--- config.mk ---
export PLATFORM = sky130hd
export DESIGN_NAME = multicycle_ctrl_flat
export DESIGN_NICKNAME = d
export VERILOG_FILES = /design/src/rtl/multicycle_ctrl_if.sv /design/src/rtl/multicycle_ctrl.sv /design/src/flat_wrapper.sv
export SDC_FILE = /design/constraint.sdc
export NUM_CORES = 1
export LEC_CHECK = 0
export BUFFER_PORTS_ARGS = -buffer_cell sky130_fd_sc_hd__buf_4
export CAP_MARGIN = 20
export CORE_MARGIN = 1.5
export CORE_UTILIZATION = 52
export DETAILED_ROUTE_END_ITERATION = 6
export PLACE_DENSITY = 0.84
export SLEW_MARGIN = 5
export SYNTH_ARGS = -nofsm -noshare
export SYNTH_HDL_FRONTEND = slang
export SYNTH_SLANG_ARGS = --single-unit
--- constraint.sdc ---
create_clock -name Clk -period 2.8 [get_ports Clk]
set_input_delay 0.14 -clock Clk [delete_from_list [all_inputs] [get_ports Clk]]
set_output_delay 0.14 -clock Clk [all_outputs]
set_load 0.01 [all_outputs]
--- src/rtl/multicycle_ctrl_if.sv ---
// Control bundle between the multi-cycle sequencer and the MIPS datapath.
// master = sequencer side, slave = datapath/memory side.
interface multicycle_ctrl_if #(
   parameter int CNT_W = 32
);
   logic [5:0]       Op;
   logic [5:0]       Func;
   logic             Z;
   logic             MemReady;
   logic             Iord;
   logic             Mrd;
   logic             Wmem;
   logic             Wir;
   logic             Wpc;
   logic [1:0]       Pcsrc;
   logic             Regrt;
   logic             Se;
   logic             Aluqb;
   logic [3:0]       Aluc;
   logic             shift;
   logic             Reg2reg;
   logic             Wreg;
   logic             j;
   logic [2:0]       State;
   logic             Halt;
   logic [CNT_W-1:0] Icount;

   modport master (
      input  Op, Func, Z, MemReady,
      output Iord, Mrd, Wmem, Wir, Wpc, Pcsrc,
      output Regrt, Se, Aluqb, Aluc, shift,
      output Reg2reg, Wreg, j, State, Halt, Icount
   );

   modport slave (
      output Op, Func, Z, MemReady,
      input  Iord, Mrd, Wmem, Wir, Wpc, Pcsrc,
      input  Regrt, Se, Aluqb, Aluc, shift,
      input  Reg2reg, Wreg, j, State, Halt, Icount
   );
endinterface

--- src/rtl/multicycle_ctrl.sv ---
// Multi-cycle sequencer for the MIPS-subset datapath.
// Steps each instruction through IF/ID/EX/MEM/WB over one shared memory port.
module multicycle_ctrl #(
   parameter int CNT_W = 32
) (
   input  logic              Clk,
   input  logic              Rst,
   multicycle_ctrl_if.master bus
);
   typedef enum logic [2:0] {
      S_IF   = 3'd0,
      S_ID   = 3'd1,
      S_EX   = 3'd2,
      S_MEM  = 3'd3,
      S_WB   = 3'd4,
      S_HALT = 3'd5
   } state_t;

   state_t           state_q;
   state_t           state_d;
   logic             halt_q;
   logic [CNT_W-1:0] cnt_q;
   logic             retire;

   logic       legal;
   logic       is_j;
   logic       is_jal;
   logic       is_jr;
   logic       is_beq;
   logic       is_bne;
   logic       is_lw;
   logic       is_sw;
   logic [3:0] d_aluc;
   logic       d_aluqb;
   logic       d_se;
   logic       d_shift;
   logic       d_regrt;

   always_comb begin
      legal   = 1'b1;
      is_j    = 1'b0;
      is_jal  = 1'b0;
      is_jr   = 1'b0;
      is_beq  = 1'b0;
      is_bne  = 1'b0;
      is_lw   = 1'b0;
      is_sw   = 1'b0;
      d_aluc  = 4'b0000;
      d_aluqb = 1'b0;
      d_se    = 1'b0;
      d_shift = 1'b0;
      d_regrt = 1'b1;
      unique case (bus.Op)
         6'h00: begin
            d_aluqb = 1'b1;
            d_regrt = 1'b0;
            unique case (bus.Func)
               6'h20: d_aluc = 4'b0000;
               6'h22: d_aluc = 4'b0001;
               6'h24: d_aluc = 4'b0010;
               6'h25: d_aluc = 4'b0011;
               6'h26: d_aluc = 4'b0100;
               6'h00: begin d_aluc = 4'b0101; d_shift = 1'b1; end
               6'h02: begin d_aluc = 4'b0111; d_shift = 1'b1; end
               6'h03: begin d_aluc = 4'b1111; d_shift = 1'b1; end
               6'h08: is_jr = 1'b1;
               default: legal = 1'b0;
            endcase
         end
         6'h08: d_se = 1'b1;
         6'h0c: d_aluc = 4'b0010;
         6'h0d: d_aluc = 4'b0011;
         6'h0e: d_aluc = 4'b0100;
         6'h0f: d_aluc = 4'b0110;
         6'h23: begin is_lw = 1'b1; d_se = 1'b1; end
         6'h2b: begin is_sw = 1'b1; d_se = 1'b1; end
         // branches compare rs against rt, so B comes from the register file
         6'h04: begin
            is_beq = 1'b1; d_aluc = 4'b0001;
            d_se = 1'b1; d_aluqb = 1'b1;
         end
         6'h05: begin
            is_bne = 1'b1; d_aluc = 4'b0001;
            d_se = 1'b1; d_aluqb = 1'b1;
         end
         6'h02: is_j = 1'b1;
         6'h03: is_jal = 1'b1;
         default: legal = 1'b0;
      endcase
   end

   always_comb begin
      state_d     = state_q;
      bus.Iord    = 1'b0;
      bus.Mrd     = 1'b0;
      bus.Wmem    = 1'b0;
      bus.Wir     = 1'b0;
      bus.Wpc     = 1'b0;
      bus.Pcsrc   = 2'b00;
      bus.Regrt   = 1'b0;
      bus.Se      = 1'b0;
      bus.Aluqb   = 1'b0;
      bus.Aluc    = 4'b0000;
      bus.shift   = 1'b0;
      bus.Reg2reg = 1'b0;
      bus.Wreg    = 1'b0;
      bus.j       = 1'b0;
      // decoded ALU controls stay up from EX through WB
      if (state_q == S_EX || state_q == S_MEM || state_q == S_WB) begin
         bus.Aluc  = d_aluc;
         bus.Aluqb = d_aluqb;
         bus.Se    = d_se;
         bus.shift = d_shift;
         bus.Regrt = d_regrt;
      end
      unique case (state_q)
         S_IF: begin
            bus.Mrd = 1'b1;
            if (bus.MemReady) begin
               bus.Wir = 1'b1;
               bus.Wpc = 1'b1;
               state_d = S_ID;
            end
         end
         S_ID: begin
            if (!legal) begin
               state_d = S_HALT;
            end else if (is_j || is_jal) begin
               bus.Wpc   = 1'b1;
               bus.Pcsrc = 2'b11;
               bus.Wreg  = is_jal;
               bus.j     = is_jal;
               state_d   = S_IF;
            end else if (is_jr) begin
               bus.Wpc   = 1'b1;
               bus.Pcsrc = 2'b10;
               bus.j     = 1'b1;
               state_d   = S_IF;
            end else begin
               state_d = S_EX;
            end
         end
         S_EX: begin
            if (is_beq || is_bne) begin
               if (is_beq ? bus.Z : !bus.Z) begin
                  bus.Wpc   = 1'b1;
                  bus.Pcsrc = 2'b01;
               end
               state_d = S_IF;
            end else if (is_lw || is_sw) begin
               state_d = S_MEM;
            end else begin
               state_d = S_WB;
            end
         end
         S_MEM: begin
            bus.Iord = 1'b1;
            bus.Mrd  = is_lw;
            bus.Wmem = !is_lw;
            if (bus.MemReady) state_d = is_lw ? S_WB : S_IF;
         end
         S_WB: begin
            bus.Wreg    = 1'b1;
            bus.Reg2reg = !is_lw;
            state_d     = S_IF;
         end
         S_HALT: state_d = S_HALT;
         default: state_d = S_IF;
      endcase
      if (Rst) begin
         bus.Wpc  = 1'b0;
         bus.Wir  = 1'b0;
         bus.Wreg = 1'b0;
         bus.Wmem = 1'b0;
         bus.Mrd  = 1'b0;
      end
   end

   assign retire = (state_d == S_IF) && (state_q != S_IF);

   always_ff @(posedge Clk) begin
      if (Rst) begin
         state_q <= S_IF;
         halt_q  <= 1'b0;
         cnt_q   <= '0;
      end else begin
         state_q <= state_d;
         if (state_d == S_HALT) halt_q <= 1'b1;
         if (retire) cnt_q <= cnt_q + 1'b1;
      end
   end

   assign bus.State  = state_q;
   assign bus.Halt   = halt_q;
   assign bus.Icount = cnt_q;
endmodule

--- src/flat_wrapper.sv ---
// flat-port wrapper written by rule: the top's interface ports become plain ports
module multicycle_ctrl_flat 
#(
   parameter int CNT_W = 32
)
  (Clk, Rst, bus_Op, bus_Func, bus_Z, bus_MemReady, bus_Iord, bus_Mrd, bus_Wmem, bus_Wir, bus_Wpc, bus_Pcsrc, bus_Regrt, bus_Se, bus_Aluqb, bus_Aluc, bus_shift, bus_Reg2reg, bus_Wreg, bus_j, bus_State, bus_Halt, bus_Icount);
  multicycle_ctrl_if #(.CNT_W(CNT_W)) bus_i ();
  input  logic Clk;
  input  logic Rst;
  input wire logic [$bits(bus_i.Op)-1:0] bus_Op;
  input wire logic [$bits(bus_i.Func)-1:0] bus_Func;
  input wire logic [$bits(bus_i.Z)-1:0] bus_Z;
  input wire logic [$bits(bus_i.MemReady)-1:0] bus_MemReady;
  output wire logic [$bits(bus_i.Iord)-1:0] bus_Iord;
  output wire logic [$bits(bus_i.Mrd)-1:0] bus_Mrd;
  output wire logic [$bits(bus_i.Wmem)-1:0] bus_Wmem;
  output wire logic [$bits(bus_i.Wir)-1:0] bus_Wir;
  output wire logic [$bits(bus_i.Wpc)-1:0] bus_Wpc;
  output wire logic [$bits(bus_i.Pcsrc)-1:0] bus_Pcsrc;
  output wire logic [$bits(bus_i.Regrt)-1:0] bus_Regrt;
  output wire logic [$bits(bus_i.Se)-1:0] bus_Se;
  output wire logic [$bits(bus_i.Aluqb)-1:0] bus_Aluqb;
  output wire logic [$bits(bus_i.Aluc)-1:0] bus_Aluc;
  output wire logic [$bits(bus_i.shift)-1:0] bus_shift;
  output wire logic [$bits(bus_i.Reg2reg)-1:0] bus_Reg2reg;
  output wire logic [$bits(bus_i.Wreg)-1:0] bus_Wreg;
  output wire logic [$bits(bus_i.j)-1:0] bus_j;
  output wire logic [$bits(bus_i.State)-1:0] bus_State;
  output wire logic [$bits(bus_i.Halt)-1:0] bus_Halt;
  output wire logic [$bits(bus_i.Icount)-1:0] bus_Icount;
  assign bus_i.Op = bus_Op;
  assign bus_i.Func = bus_Func;
  assign bus_i.Z = bus_Z;
  assign bus_i.MemReady = bus_MemReady;
  assign bus_Iord = bus_i.Iord;
  assign bus_Mrd = bus_i.Mrd;
  assign bus_Wmem = bus_i.Wmem;
  assign bus_Wir = bus_i.Wir;
  assign bus_Wpc = bus_i.Wpc;
  assign bus_Pcsrc = bus_i.Pcsrc;
  assign bus_Regrt = bus_i.Regrt;
  assign bus_Se = bus_i.Se;
  assign bus_Aluqb = bus_i.Aluqb;
  assign bus_Aluc = bus_i.Aluc;
  assign bus_shift = bus_i.shift;
  assign bus_Reg2reg = bus_i.Reg2reg;
  assign bus_Wreg = bus_i.Wreg;
  assign bus_j = bus_i.j;
  assign bus_State = bus_i.State;
  assign bus_Halt = bus_i.Halt;
  assign bus_Icount = bus_i.Icount;
  multicycle_ctrl #(.CNT_W(CNT_W)) u_core (.Clk(Clk), .Rst(Rst), .bus(bus_i));
endmodule
==> results.py, run 1 <==
metrics = {
    "route": {
        "met3WireLength_um": 365,
        "highest_layer": "met4",
        "wl_per_cell_um": 13.6,
        "drt-total-wl_um": 5970,
        "drtPass1Iterations": 5,
        "drt_drc_violations_left": 0,
        "met2_length_um": 2840,
        "drt-vias-per-instance": 5.79,
        "detail_route.iter0.violations": 130,
        "detail-route-antenna-nets": 0,
        "wl_met1_um": 2690,
        "num_vias": 2540,
    },
    "setup_path": {
        "crit_required_ps": 3020,
        "worstPathArrival_ps": 2600,
        "worstSetupEndpointType": "flop",
        "max_fanout_on_critical_path": 16,
        "timing_worst_setup_path_type": "reg2reg",
        "startpoint_type": "flop",
    },
    "timing": {
        "headroom_to_the_max_slew_limit_pct": 57.1,
        "clock_skew_ps": 6.14,
        "final-max-slew-violation-count": 0,
        "fmax_mhz": 419,
        "report.final.setup_viol": 0,
        "min_period_ps": 2380,
        "hold-worst-slack_ps": 211,
        "post-route-worst-setup-slack_ps": 416,
        "period_share_pct": 85.2,
        "final.setup.tns_ps": 0,
        "rsz0062_at_grt": "false",
        "worst_pin_slew_ps": 642,
        "report.final.hold_viol_count": 0,
    },
    "status": {
        "status": "finished, final reports clean",
    },
    "cts": {
        "cts-htree-levels": 2,
        "holdBufCountCts": 0,
        "max-clock-path-buffers": 2,
        "cts.repair.resized": 0,
        "cts_made_buffers": 5,
        "clock_slew_at_reported_path_ffs_ps": 70,
        "cts_root_buffer": "sky130_fd_sc_hd__clkbuf_8",
        "cts_setup_buffers": 0,
        "cts_tree": "built",
        "cts_sinks": 36,
        "insertion_delay_ps": 280,
    },
    "yosys": {
        "yosysTopAreaCell": "sky130_fd_sc_hd__dfxtp_1",
        "ys_async_sr_fraction_pct": 0,
        "syn-mean-instance-area_um2": 7.31,
        "synth-warning-count": 0,
        "synthesis.area_um2": 2390,
        "leading_post_synthesis_cells_by_cell_area": "sky130_fd_sc_hd__dfxtp_1 (30%), sky130_fd_sc_hd__xnor2_1 (11%), sky130_fd_sc_hd__nor2_1 (8.0%), sky130_fd_sc_hd__nor3_1 (5.4%), sky130_fd_sc_hd__nor4_1 (4.2%)",
        "synth.ff_latch_count": 36,
        "synth_top_area_share_pct": 30.1,
        "ys_seq_area_share_pct": 30.1,
        "synthesis.instances": 327,
        "number_of_enable_flip_flop_cells_after_synthesis": 0,
        "syn-num-nets": 344,
        "synth-main-ff-cell": "sky130_fd_sc_hd__dfxtp_1",
        "synth.distinct_cells": 49,
    },
    "global_route": {
        "grtUsageTotal_pct": 23.6,
        "grt_pass1_wl_um": 9890,
        "grt_start_max_net_pins": 42,
        "number_of_antenna_violations_at_the_first_check_in_global_routing": 0,
        "first_global_vias": 2235,
        "globalRoute.totalOverflow": 0,
    },
    "power": {
        "switching_power_mw": 0.313,
        "p_leak_nw": 1.09,
        "irDropWorstVdd_v": 0.000308,
        "power_report.internal_total_mw": 0.773,
        "netSwitchingFraction_pct": 28.8,
        "clockPowerShare_pct": 31.4,
        "powerDensity_nw_per_um2": 359,
        "share_seq_of_total_power_pct": 49.3,
        "combPwrFrac_pct": 19.3,
    },
    "die": {
        "chipHeight_um": 70.8,
        "pin_count": 70,
        "die_area_um2": 5010,
        "total_core_area_um2": 4380,
        "num_rows": 24,
        "dieWidth_um": 70.8,
        "start_util_pct": 54.5,
    },
    "final_layout": {
        "final_layout_size_suffix_gt1_share_pct": 24.0,
        "fill_cells": 374,
        "antennaDiodeCount": 0,
        "register_area_um2": 721,
        "flow.area_growth_from_synthesis_pct": 26.4,
        "final_net_count": 404,
        "multi_input_comb_area_um2": 1530,
    },
    "hold_path": {
        "hold_class": "in2reg",
    },
    "place": {
        "placement.io_buffers": 69,
        "post-dp-hpwl_um": 4380,
        "place_ws_ps": 444,
        "globalplace.congestion": 0.854,
    },
    "flow_run": {
        "max_cap_violations": 0,
    },
}
-- registers in the layout (all words and copies together), names as in the netlist --
| register | cells |
|---|---|
| u_core.bus.Halt | 1 |
| u_core.bus.Icount | 32 |
| u_core.bus.State | 3 |
-- final timing paths --
kind / cells after the start / startpoint / slack (ps) / to
worst max-delay path: 6 / u_core.bus.State[0] / 420 / u_core.bus.Icount[31]
worst min-delay path: 4 / bus_MemReady / 210 / u_core.bus.State[0]
worst max register to register: 6 / u_core.bus.State[0] / 420 / u_core.bus.Icount[31]
worst min register to register: 2 / u_core.bus.Halt / 440 / u_core.bus.Halt
-- area by class of cell --
cell class,count,area share (%)
multi-input cells,253,50.6
clock inverters,1,0.166
repair buffers,77,19.1
clock buffers,6,2.40
inverters,14,1.74
well taps,52,2.15
flip-flops and latches,36,23.8
-- synth_stat cells, types with 2 or more instances --
cell / number
sky130_fd_sc_hd__a211oi_1: 4
sky130_fd_sc_hd__a21oi_1: 17
sky130_fd_sc_hd__a31oi_1: 3
sky130_fd_sc_hd__and3_1: 2
sky130_fd_sc_hd__buf_1: 2
sky130_fd_sc_hd__clkbuf_1: 20
sky130_fd_sc_hd__dfxtp_1: 36
sky130_fd_sc_hd__inv_1: 14
sky130_fd_sc_hd__nand2_1: 22
sky130_fd_sc_hd__nand2b_1: 6
sky130_fd_sc_hd__nand3_1: 19
sky130_fd_sc_hd__nand3b_1: 2
sky130_fd_sc_hd__nand4_1: 7
sky130_fd_sc_hd__nand4b_1: 3
sky130_fd_sc_hd__nor2_1: 51
sky130_fd_sc_hd__nor2b_1: 3
sky130_fd_sc_hd__nor3_1: 26
sky130_fd_sc_hd__nor4_1: 16
sky130_fd_sc_hd__nor4_2: 2
sky130_fd_sc_hd__nor4b_1: 2
sky130_fd_sc_hd__nor4bb_1: 2
sky130_fd_sc_hd__o21ai_0: 9
sky130_fd_sc_hd__or3_1: 2
sky130_fd_sc_hd__or4_1: 3
sky130_fd_sc_hd__xnor2_1: 30
-- worst max-delay path, stage by stage (launching register included) --
cell	delay, ps
sky130_fd_sc_hd__dfxtp_1	570
sky130_fd_sc_hd__nor3_1	90
sky130_fd_sc_hd__a211oi_1	390
sky130_fd_sc_hd__o311ai_4	290
sky130_fd_sc_hd__or3_1	420
sky130_fd_sc_hd__or4_1	410
sky130_fd_sc_hd__a21oi_1	140
-- stage by stage --
| step | util [%] | cells | power, mW | cell area (µm²) |
|---|---|---|---|---|
| 2_1_floorplan | - | 327 | 0.678 | 2390 |
| 3_5_place_dp | 67.2 | 432 | 0.755 | 2950 |
| 4_1_cts | 68.9 | 439 | 1.09 | 3020 |
| 6_report | 68.9 | 439 | 1.09 | 3020 |
| 5_1_grt | 68.9 | 439 | 1.13 | 3020 |
| 3_3_place_gp | 67.2 | 432 | 0.750 | 2950 |
-- cell usage in the layout (no fill, tap or decap), drive strengths merged, types with 7 or more instances in the layout --
| cell | instances |
|---|---|
| buf | 77 |
| nor3 | 26 |
| nor2 | 51 |
| nand3 | 20 |
| inv | 14 |
| o21ai | 10 |
| nand2 | 22 |
| nand4 | 7 |
| dfxtp | 36 |
| xnor2 | 30 |
| a21oi | 18 |
| nor4 | 18 |
-- cell families (layout without fill, tap and decap cells) --
| logic type | after synthesis | count (layout) | share of synthesized area (%) |
|---|---|---|---|
| mux | 2 | 2 | 0.890 |
| buf+inv | 38 | 98 | 6.33 |
| simple gates | 175 | 175 | 38.1 |
| compound gates | 44 | 44 | 12.6 |
| fa+ha+maj | 2 | 2 | 0.942 |
| flops | 36 | 36 | 30.1 |
| xor+xnor | 30 | 30 | 11.0 |
-- layer usage --
layer,GRT usage (%),up-vias
met5,0,-
met4,7.34,0
met3,3.99,6
met2,38.8,68
met1,31.9,1184
li1,-,1282
-- power by group through the flow --
| stage | Combinational (mW) | Clock (mW) | Sequential [mW] |
|---|---|---|---|
| floorplan | 0.135 | 0 | 0.543 |
| global placement | 0.204 | 0 | 0.546 |
| detailed placement | 0.208 | 0 | 0.547 |
| CTS | 0.208 | 0.346 | 0.536 |
| global route | 0.228 | 0.363 | 0.538 |
| finish | 0.210 | 0.340 | 0.536 |
(Power assumes the default switching activity.)
==> run 2, diff against run 1 <==
--- a/config.mk
+++ b/config.mk
@@ -8,9 +8,11 @@
 export BUFFER_PORTS_ARGS = -buffer_cell sky130_fd_sc_hd__buf_4
 export CAP_MARGIN = 20
 export CORE_MARGIN = 1.5
-export CORE_UTILIZATION = 52
+export CORE_UTILIZATION = 58
+export CTS_BUF_LIST = sky130_fd_sc_hd__clkbuf_2 sky130_fd_sc_hd__clkbuf_4 sky130_fd_sc_hd__clkbuf_8
 export DETAILED_ROUTE_END_ITERATION = 6
-export PLACE_DENSITY = 0.84
+export PLACE_DENSITY = 0.92
+export REMOVE_ABC_BUFFERS = 1
 export SLEW_MARGIN = 5
 export SYNTH_ARGS = -nofsm -noshare
 export SYNTH_HDL_FRONTEND = slang
==> constraint.sdc (replaced) <==
create_clock -name Clk -period 3.1 [get_ports Clk]
set_input_delay 0.155 -clock Clk [delete_from_list [all_inputs] [get_ports Clk]]
set_output_delay 0.155 -clock Clk [all_outputs]
set_load 0.01 [all_outputs]
==> results.py, run 2 (synthesis results as in run 1) <==
metrics = {
    "status": {
        "status": "finished, final reports clean",
    },
    "setup_path": {
        "startpoint_type": "flop",
        "worstSetupEndpointType": "flop",
        "max_fanout_on_critical_path": 19,
        "worstPathArrival_ps": 2770,
        "timing_worst_setup_path_type": "reg2reg",
        "crit_required_ps": 3320,
    },
    "power": {
        "p_leak_nw": 1.08,
        "irDropWorstVdd_v": 0.000259,
        "powerDensity_nw_per_um2": 342,
        "power.total_mw": 1.03,
    },
    "final_layout": {
        "largest_register_ffs": 32,
        "finalNonFillerCells": 434,
        "final_layout_size_suffix_gt1_share_pct": 23.7,
        "antennaDiodeCount": 0,
        "multi_input_comb_area_um2": 1530,
        "most_frequent_cells_in_the_layout": "sky130_fd_sc_hd__buf_4 (73), sky130_fd_sc_hd__nor2_1 (51), sky130_fd_sc_hd__dfxtp_1 (36), sky130_fd_sc_hd__xnor2_1 (30), sky130_fd_sc_hd__nor3_1 (26)",
        "stdcell_area_um2": 3010,
        "fill_cells": 302,
        "register_area_um2": 721,
        "most_frequent_standard_cell_in_the_layout_excluding_fill_and_tap_cells": "sky130_fd_sc_hd__buf_4",
        "layout.core_utilization_pct": 75.8,
        "final_net_count": 400,
        "flow.area_growth_from_synthesis_pct": 25.9,
    },
    "global_route": {
        "grt_pass1_wl_um": 9780,
        "grt_start_max_net_pins": 42,
        "grtUsageTotal_pct": 27.8,
        "globalRoute.totalOverflow": 0,
        "first_global_vias": 2212,
        "number_of_antenna_violations_at_the_first_check_in_global_routing": 0,
    },
    "cts": {
        "cts_sinks": 36,
        "max-clock-path-buffers": 2,
        "cts_root_buffer": "sky130_fd_sc_hd__clkbuf_8",
        "cts_tree": "built",
        "cts-htree-levels": 2,
        "clock_slew_at_reported_path_ffs_ps": 70,
        "cts.repair.resized": 0,
        "cts_made_buffers": 5,
        "insertion_delay_ps": 290,
        "holdBufCountCts": 0,
        "cts_setup_buffers": 0,
    },
    "timing": {
        "min_period_ps": 2540,
        "rsz0062_at_grt": "false",
        "clock_skew_ps": 5.71,
        "period_share_pct": 82.0,
        "worst_pin_slew_ps": 661,
        "fmax_mhz": 393,
        "final.setup.tns_ps": 0,
        "headroom_to_the_max_slew_limit_pct": 55.5,
        "post-route-worst-setup-slack_ps": 558,
        "report.final.setup_viol": 0,
        "final-max-slew-violation-count": 0,
        "hold-worst-slack_ps": 210,
        "report.final.hold_viol_count": 0,
    },
    "route": {
        "drtPass1Iterations": 5,
        "detail_route.iter0.violations": 145,
        "num_vias": 2548,
        "drt-total-wl_um": 5990,
        "drt_drc_violations_left": 0,
        "wl_per_cell_um": 13.8,
        "drt-vias-per-instance": 5.87,
        "detail-route-antenna-nets": 0,
    },
    "die": {
        "total_core_area_um2": 3970,
        "start_util_pct": 60.2,
        "chipHeight_um": 67.2,
        "dieWidth_um": 67.2,
        "num_rows": 23,
        "pin_count": 70,
        "die_area_um2": 4520,
    },
    "place": {
        "placement.io_buffers": 69,
        "globalplace.congestion": 0.851,
        "place_ws_ps": 599,
        "placed_cells": 426,
        "post-dp-hpwl_um": 4280,
        "placedInstanceArea_um2": 2910,
    },
    "flow_run": {
        "max_cap_violations": 0,
    },
    "hold_path": {
        "hold_class": "in2reg",
    },
}
[run 2: changes by cell type in the layout (fill, tap and decap cells not counted)]
cell	previous run	this run
sky130_fd_sc_hd__buf_4	77	73
sky130_fd_sc_hd__clkbuf_1	1	0
sky130_fd_sc_hd__clkbuf_4	0	1
sky130_fd_sc_hd__clkbuf_8	5	6
sky130_fd_sc_hd__clkinv_2	1	0
sky130_fd_sc_hd__clkinvlp_4	0	1
[run 2: area by class of cell]
| cell class | instances | share of cell area (%) |
|---|---|---|
| clock buffers | 7 | 2.99 |
| clock inverters | 1 | 0.249 |
| inverters | 14 | 1.75 |
| multi-input cells | 253 | 50.8 |
| flip-flops and latches | 36 | 23.9 |
| well taps | 50 | 2.08 |
| repair buffers | 73 | 18.2 |
[run 2: final timing paths]
kind | from | to | slack [ps] | cells past startpoint
min reg2reg | u_core.bus.Halt | u_core.bus.Halt | 450 | 2
max reg2reg | u_core.bus.State[2] | u_core.bus.Icount[31] | 560 | 6
max | u_core.bus.State[2] | u_core.bus.Icount[31] | 560 | 6
min | bus_MemReady | u_core.bus.State[0] | 210 | 4
[run 2: metal layers]
metal / up-vias / share of wire (%) / track usage [%]
li1: 1269 / - / -
met1: 1195 / 44 / 35.2
met2: 80 / 50 / 46.3
met3: 4 / 5.0 / 6.67
met4: 0 / 0.89 / 9.44
met5: - / 0 / 0
[run 2: worst max-delay path, cell delays in order (launching register included)]
cell and delay (ps):
sky130_fd_sc_hd__dfxtp_1 730, sky130_fd_sc_hd__nor4b_1 150, sky130_fd_sc_hd__a211oi_1 340, sky130_fd_sc_hd__nand3_2 300, sky130_fd_sc_hd__or3_1 420, sky130_fd_sc_hd__or4_1 400
sky130_fd_sc_hd__a21oi_1 140
[run 2: report_power, final]
part	switching [mW]	internal, mW
Clock	0.172	0.189
Combinational	0.108	0.0720
Sequential	0.0186	0.470
